## src/rtl/xout_accum_pkg.sv

```systemverilog
// Shared types and helpers for the XOUT frame accumulator.
package xout_accum_pkg;

  typedef enum logic {IDLE, ACCUM} state_t;

  function automatic int cnt_width(input int count);
    return $clog2(count + 1);
  endfunction

endpackage

```

## src/rtl/xout_frame_accum_if.sv

```systemverilog
// Sample stream in, frame-sum stream out. The DUT sits on the slave side.
interface xout_frame_accum_if
  import xout_accum_pkg::*;
#(
  parameter int NBITS    = 8,
  parameter int ACC_BITS = 16,
  parameter int COUNT    = 4
);
  localparam int CW = cnt_width(COUNT);

  logic [NBITS-1:0]    in_data;
  logic                in_valid;
  logic                in_ready;
  logic                flush;
  logic [ACC_BITS-1:0] out_data;
  logic [CW-1:0]       out_cnt;
  logic                out_ovf;
  logic                out_valid;
  logic                out_ready;

  modport master (
    output in_data, in_valid, flush, out_ready,
    input  in_ready, out_data, out_cnt, out_ovf, out_valid
  );

  modport slave (
    input  in_data, in_valid, flush, out_ready,
    output in_ready, out_data, out_cnt, out_ovf, out_valid
  );
endinterface

```

## src/rtl/xout_frame_oreg.sv

```systemverilog
// One-deep output slot holding a completed frame until the consumer takes it.
module xout_frame_oreg #(
  parameter int ACC_BITS = 16,
  parameter int CW       = 3
) (
  input  logic                clk_i,
  input  logic                rst_i,
  input  logic                load_i,
  input  logic [ACC_BITS-1:0] data_i,
  input  logic [CW-1:0]       cnt_i,
  input  logic                ovf_i,
  input  logic                out_ready_i,
  output logic                out_valid_o,
  output logic [ACC_BITS-1:0] out_data_o,
  output logic [CW-1:0]       out_cnt_o,
  output logic                out_ovf_o,
  output logic                slot_ok_o
);
  logic                valid_q;
  logic [ACC_BITS-1:0] data_q;
  logic [CW-1:0]       cnt_q;
  logic                ovf_q;

  // A load wins over a same-edge handshake, giving back-to-back frames.
  always_ff @(posedge clk_i) begin
    if (rst_i) begin
      valid_q <= 1'b0;
      data_q  <= '0;
      cnt_q   <= '0;
      ovf_q   <= 1'b0;
    end else if (load_i) begin
      valid_q <= 1'b1;
      data_q  <= data_i;
      cnt_q   <= cnt_i;
      ovf_q   <= ovf_i;
    end else if (valid_q && out_ready_i) begin
      valid_q <= 1'b0;
    end
  end

  assign slot_ok_o   = !valid_q || out_ready_i;
  assign out_valid_o = valid_q;
  assign out_data_o  = data_q;
  assign out_cnt_o   = cnt_q;
  assign out_ovf_o   = ovf_q;
endmodule

```

## src/rtl/xout_frame_accum.sv

```systemverilog
// Sums XOUT samples into frames of COUNT and emits one registered sum per frame.
module xout_frame_accum
  import xout_accum_pkg::*;
#(
  parameter int NBITS    = 8,
  parameter int ACC_BITS = 16,
  parameter int COUNT    = 4
) (
  input logic               clk_i,
  input logic               rst_i,
  xout_frame_accum_if.slave bus
);
  localparam int CW = cnt_width(COUNT);
  localparam int SW = ACC_BITS + 1;

  state_t              state_q;
  logic [CW-1:0]       cnt_q, cnt_d;
  logic [ACC_BITS-1:0] acc_q, acc_d;
  logic                ovf_q, ovf_d;
  logic [SW-1:0]       sum;
  logic                slot_ok, last, accept, closing;

  assign last        = (cnt_q == CW'(COUNT - 1));
  assign bus.in_ready = !(last && !slot_ok);
  assign accept      = bus.in_valid && bus.in_ready;

  assign sum   = SW'(acc_q) + SW'(bus.in_data);
  assign acc_d = accept ? sum[ACC_BITS-1:0] : acc_q;
  assign ovf_d = ovf_q || (accept && sum[ACC_BITS]);
  assign cnt_d = cnt_q + CW'(accept);

  // A flush only closes a non-empty frame, and only when the slot can take it.
  assign closing = (accept && last) ||
                   (bus.flush && slot_ok && (state_q == ACCUM || accept));

  always_ff @(posedge clk_i) begin
    if (rst_i) begin
      state_q <= IDLE;
      cnt_q   <= '0;
      acc_q   <= '0;
      ovf_q   <= 1'b0;
    end else if (closing) begin
      state_q <= IDLE;
      cnt_q   <= '0;
      acc_q   <= '0;
      ovf_q   <= 1'b0;
    end else begin
      cnt_q <= cnt_d;
      acc_q <= acc_d;
      ovf_q <= ovf_d;
      if (accept) state_q <= ACCUM;
    end
  end

  xout_frame_oreg #(.ACC_BITS(ACC_BITS), .CW(CW)) u_oreg (
    .clk_i       (clk_i),
    .rst_i       (rst_i),
    .load_i      (closing),
    .data_i      (acc_d),
    .cnt_i       (cnt_d),
    .ovf_i       (ovf_d),
    .out_ready_i (bus.out_ready),
    .out_valid_o (bus.out_valid),
    .out_data_o  (bus.out_data),
    .out_cnt_o   (bus.out_cnt),
    .out_ovf_o   (bus.out_ovf),
    .slot_ok_o   (slot_ok)
  );
endmodule

```

## src/flat_wrapper.sv

```systemverilog
// flat-port wrapper written by rule: the top's interface ports become plain ports
module xout_frame_accum_flat import xout_accum_pkg::*;
#(
  parameter int NBITS    = 8,
  parameter int ACC_BITS = 16,
  parameter int COUNT    = 4
)
  (clk_i, rst_i, bus_in_data, bus_in_valid, bus_flush, bus_out_ready, bus_in_ready, bus_out_data, bus_out_cnt, bus_out_ovf, bus_out_valid);
  xout_frame_accum_if #(.NBITS(NBITS), .ACC_BITS(ACC_BITS), .COUNT(COUNT)) bus_i ();
  input logic clk_i;
  input logic rst_i;
  input wire logic [$bits(bus_i.in_data)-1:0] bus_in_data;
  input wire logic [$bits(bus_i.in_valid)-1:0] bus_in_valid;
  input wire logic [$bits(bus_i.flush)-1:0] bus_flush;
  input wire logic [$bits(bus_i.out_ready)-1:0] bus_out_ready;
  output wire logic [$bits(bus_i.in_ready)-1:0] bus_in_ready;
  output wire logic [$bits(bus_i.out_data)-1:0] bus_out_data;
  output wire logic [$bits(bus_i.out_cnt)-1:0] bus_out_cnt;
  output wire logic [$bits(bus_i.out_ovf)-1:0] bus_out_ovf;
  output wire logic [$bits(bus_i.out_valid)-1:0] bus_out_valid;
  assign bus_i.in_data = bus_in_data;
  assign bus_i.in_valid = bus_in_valid;
  assign bus_i.flush = bus_flush;
  assign bus_i.out_ready = bus_out_ready;
  assign bus_in_ready = bus_i.in_ready;
  assign bus_out_data = bus_i.out_data;
  assign bus_out_cnt = bus_i.out_cnt;
  assign bus_out_ovf = bus_i.out_ovf;
  assign bus_out_valid = bus_i.out_valid;
  xout_frame_accum #(.NBITS(NBITS), .ACC_BITS(ACC_BITS), .COUNT(COUNT)) u_core (.clk_i(clk_i), .rst_i(rst_i), .bus(bus_i));
endmodule
```

## config.mk

```make
export PLATFORM = sky130hd
export DESIGN_NAME = xout_frame_accum_flat
export DESIGN_NICKNAME = d
export VERILOG_FILES = /design/src/rtl/xout_accum_pkg.sv /design/src/rtl/xout_frame_accum_if.sv /design/src/rtl/xout_frame_oreg.sv /design/src/rtl/xout_frame_accum.sv /design/src/flat_wrapper.sv
export SDC_FILE = /design/constraint.sdc
export NUM_CORES = 1
export LEC_CHECK = 0
export BUFFER_PORTS_ARGS = -buffer_cell sky130_fd_sc_hd__buf_2
export CAP_MARGIN = 5
export CORE_MARGIN = 2
export CORE_UTILIZATION = 41
export DETAILED_ROUTE_END_ITERATION = 6
export HOLD_SLACK_MARGIN = 0.15
export SYNTH_ARGS = -nofsm -noshare
export SYNTH_HDL_FRONTEND = slang
export SYNTH_SLANG_ARGS = --single-unit
```

## constraint.sdc

```tcl
create_clock -name clk_i -period 3.5 [get_ports clk_i]
set_input_delay 0.35 -clock clk_i [delete_from_list [all_inputs] [get_ports clk_i]]
set_output_delay 0.35 -clock clk_i [all_outputs]
set_load 0.01 [all_outputs]
```

==> metrics.md <==
| Metric | Value |
|---|---|
| Outcome | finished, final reports clean |
| Cells after Synth | 204 |
| TritonCTS clock tree | built |
| Worst-path clk slew | approximately 0.090 ns |
| Initial Util | between 40 and 50% |
| Worst EP arrival | roughly 2.3 ns |
| CP most frequent cell | a211oi_1 |
| Hold path startpoint | bus_in_data[0] |
| CTS sink count | between 40 and 50 |
| Pre-CTS setup slack | ~1.2 ns |
| Post-route ant nets | 0 |
| Initial antenna violation count | 0 |
| Share of layout cells above drive strength 1 | a little over a fifth |
| Fin. Hold Viols | 0 |
| Most common cell after layout, fill and taps aside | dfxtp_1 |
| Leakage | approximately 0.9 nW |
| DRC | 0 |
| Filler instances | ~450 |
| Die Ht | approximately 72 um |
| Clock Skews | 0.00807 ns |
| CP max stage delay | 0.44 ns |
| EDFF count, synth | 0 |
| Most frequent cells in the layout | dfxtp_1, nor2_1, buf_2 |
| Ys async rst share | 0% |
| Register area share after synthesis | 44.0% |
| Hold crit path type | primary input to flop |
| Vias in the first global route | about 1500 |
| Top Family by Delay on Critical Path | adder cells |
| Input/output buffers | 34 |
| Die span in x | 72.3 um |
| Max-Cap Viols | 0 |
| Row cnt | 24 |
| Setup violators final | 0 |
| Worst path cell trace | ha_1 -> fa_1 -> a211oi_1 -> o211ai_1 -> nand3_1 -> xor2_1 -> a211oi_1 |
| Pre-antenna DRT Iters | 4 |
| Net Count, Synth | approximately 230 |
| Crit end category | flop |
| Library cells used by synthesis | 36 |
| Register bit total from synthesis | 42 |
| Inserted Diodes | 0 |
| DR vias/cell | about 5.2 |
| Relative slew slack | between 30% and 40% |
| Reg2Reg Setup Slack | between 1 and 1.5 ns |
| Setup CP Type | flop to flop |
| Skew-Pair Late Insertion Delay | about 0.30 ns |
| Crit start category | flop |
| Wire per inst | roughly 13 um |
| Crit path required time | between 3 and 4 ns |
| Area growth syn-to-layout | 15.4% |
| Tcrit/Tclk final | just over 60% |
| Via Count | ~1500 |
| Critical path buffers and inverters | 0 |
| Setup tns final | 0 ns |
| Initial DRC Count | 69 |
| CTS root buffer | clkbuf_8 |
| Ports | 35 |
| Drt total wl | between 3000 and 4000 um |
| Power density over the cells | between 400 and 500 nW/um2 |
| Total congestion overflow | 0 |
| Fin. max-slew vios | 0 |
| Slew @ Worst Pin | approximately 0.93 ns |
| Final worst-path setup slack | roughly 1.4 ns |
| Core footprint | about 4400 um2 |
| RSZ-0062 raised after global routing | no |
| Crit. Startpoint | u_core.acc_q[0] |
| Worst VDD drop | 0.204 mV |
| Cell area after synthesis | 1910 um2 |
| Largest net degree at the start of global routing | 23 |
| Min cycle time layout | between 2 and 2.5 ns |
| Fmax | between 400 and 500 MHz |
| Post_cts resized | 0 |
| Worst reg2reg startpoint | u_core.acc_q[0] |
| Primary FF master, synth | dfxtp_1 |
| TritonCTS Buffers | 5 |
| Die ar. | ~5200 um2 |
| Final Wtd Congestion | about 0.79 |
| H-tree levels | 2 |
| Detailed placement HPWL | 2730 um |
| Max FO, Critical Path | 4 |
| CTS Hold Buffers Added | 0 |
| Syn Area/Cell | approximately 9.4 um2 |
| Critical Path Slowest Stage Cell | fa_1 |
| GRT Total Usage | approximately 16% |
| # nets final | 261 |
| First-pass GRT wire length | ~6700 um |
| Post-CTS setup buffer count | 0 |
| Synth warnings | 0 |
| Clock tree buffer depth | 2 |
cell type report:
| class | instances | area (um2) | area share, % |
|---|---|---|---|
| Multi-Input combinational cell | 150 | 1020 | 46.2 |
| Sequential cell | 42 | 841 | 38.1 |
| Timing Repair Buffer | 35 | 178 | 8.05 |
| Clock buffer | 5 | 68.8 | 3.12 |
| Tap cell | 52 | 65.1 | 2.95 |
| Clock inverter | 3 | 23.8 | 1.08 |
| Inverter | 3 | 11.3 | 0.510 |
sequential cells by signal, summed over array words and instances, names as in the netlist:
name / count
u_core.acc_q: 16
u_core.cnt_q: 3
u_core.ovf_q: 1
u_core.state_q: 1
u_core.u_oreg.out_cnt_o: 3
u_core.u_oreg.out_data_o: 16
u_core.u_oreg.out_ovf_o: 1
u_core.u_oreg.out_valid_o: 1
worst reg2reg max path: stages (launching register included):
cell,delay [ns]
dfxtp_1,0.32
ha_1,0.21
fa_1,0.44
a211oi_1,0.34
o211ai_1,0.21
nand3_1,0.16
xor2_1,0.21
a211oi_1,0.10
where the power goes:
group / internal, W / leakage (nW) / switching [W]
logic: 0.0000737 / 0.542 / 0.000105
clock network: 0.000143 / 0.0408 / 0.000183
registers: 0.000505 / 0.343 / 0.0000134
total: 0.000722 / 0.926 / 0.000301
final timing paths:
kind,end,cells after the start
max reg2reg,u_core.u_oreg.out_data_o[8],7
max,u_core.u_oreg.out_data_o[8],7
min,u_core.acc_q[0],4
min reg2reg,u_core.ovf_q,2
per-stage QoR:
| stage | power [W] | hold WS (ns) | util [%] | area (um2) | std cells |
|---|---|---|---|---|---|
| after floorplan | 0.000660 | 0.432 | - | 1910 | 204 |
| after global placement | 0.000709 | 0.444 | 47.9 | 2110 | 282 |
| after detailed placement | 0.000709 | 0.449 | 47.9 | 2110 | 282 |
| after CTS | 0.00104 | 0.456 | 50.0 | 2210 | 290 |
| after global routing | 0.00108 | 0.478 | 50.0 | 2210 | 290 |
| final | 0.00102 | 0.456 | 50.0 | 2210 | 290 |
cell usage after synthesis (4+ instances only):
master     n  area share, %
ha_1      10            6.5
a211oi_1  15            5.9
o211ai_1   5            2.0
o21ai_0    7            1.8
or3_1      4            1.3
buf_2      6            1.6
a21oi_1   10            2.6
a21o_1     4            1.6
nand3_1    5            1.3
dfxtp_1   42             44
mux2i_1    9            4.7
nand2_1    6            1.2
nor2_1    37            7.3
xor2_1     9            4.1
cell families after synthesis:
logic type / after synthesis / synth area share, %
AND/OR/NAND/NOR: 65 / 15.8
buffers and inverters: 12 / 2.75
adder cells (fa/ha/maj): 11 / 7.59
multiplexers: 9 / 4.71
XOR/XNOR: 12 / 5.50
flip-flops: 42 / 44.0
AO/OA/AOI/OAI: 53 / 19.6
per-layer routing:
metal  track usage (%)  up-vias  part of all wire [%]
met5                 0        -                     0
met4              6.92        0                  0.94
met3              3.47        2                   4.5
met2              25.3       24                    44
met1              22.0      692                    50
li1                  -      794                     -
Note: power is estimated with default switching activity, not from simulation.
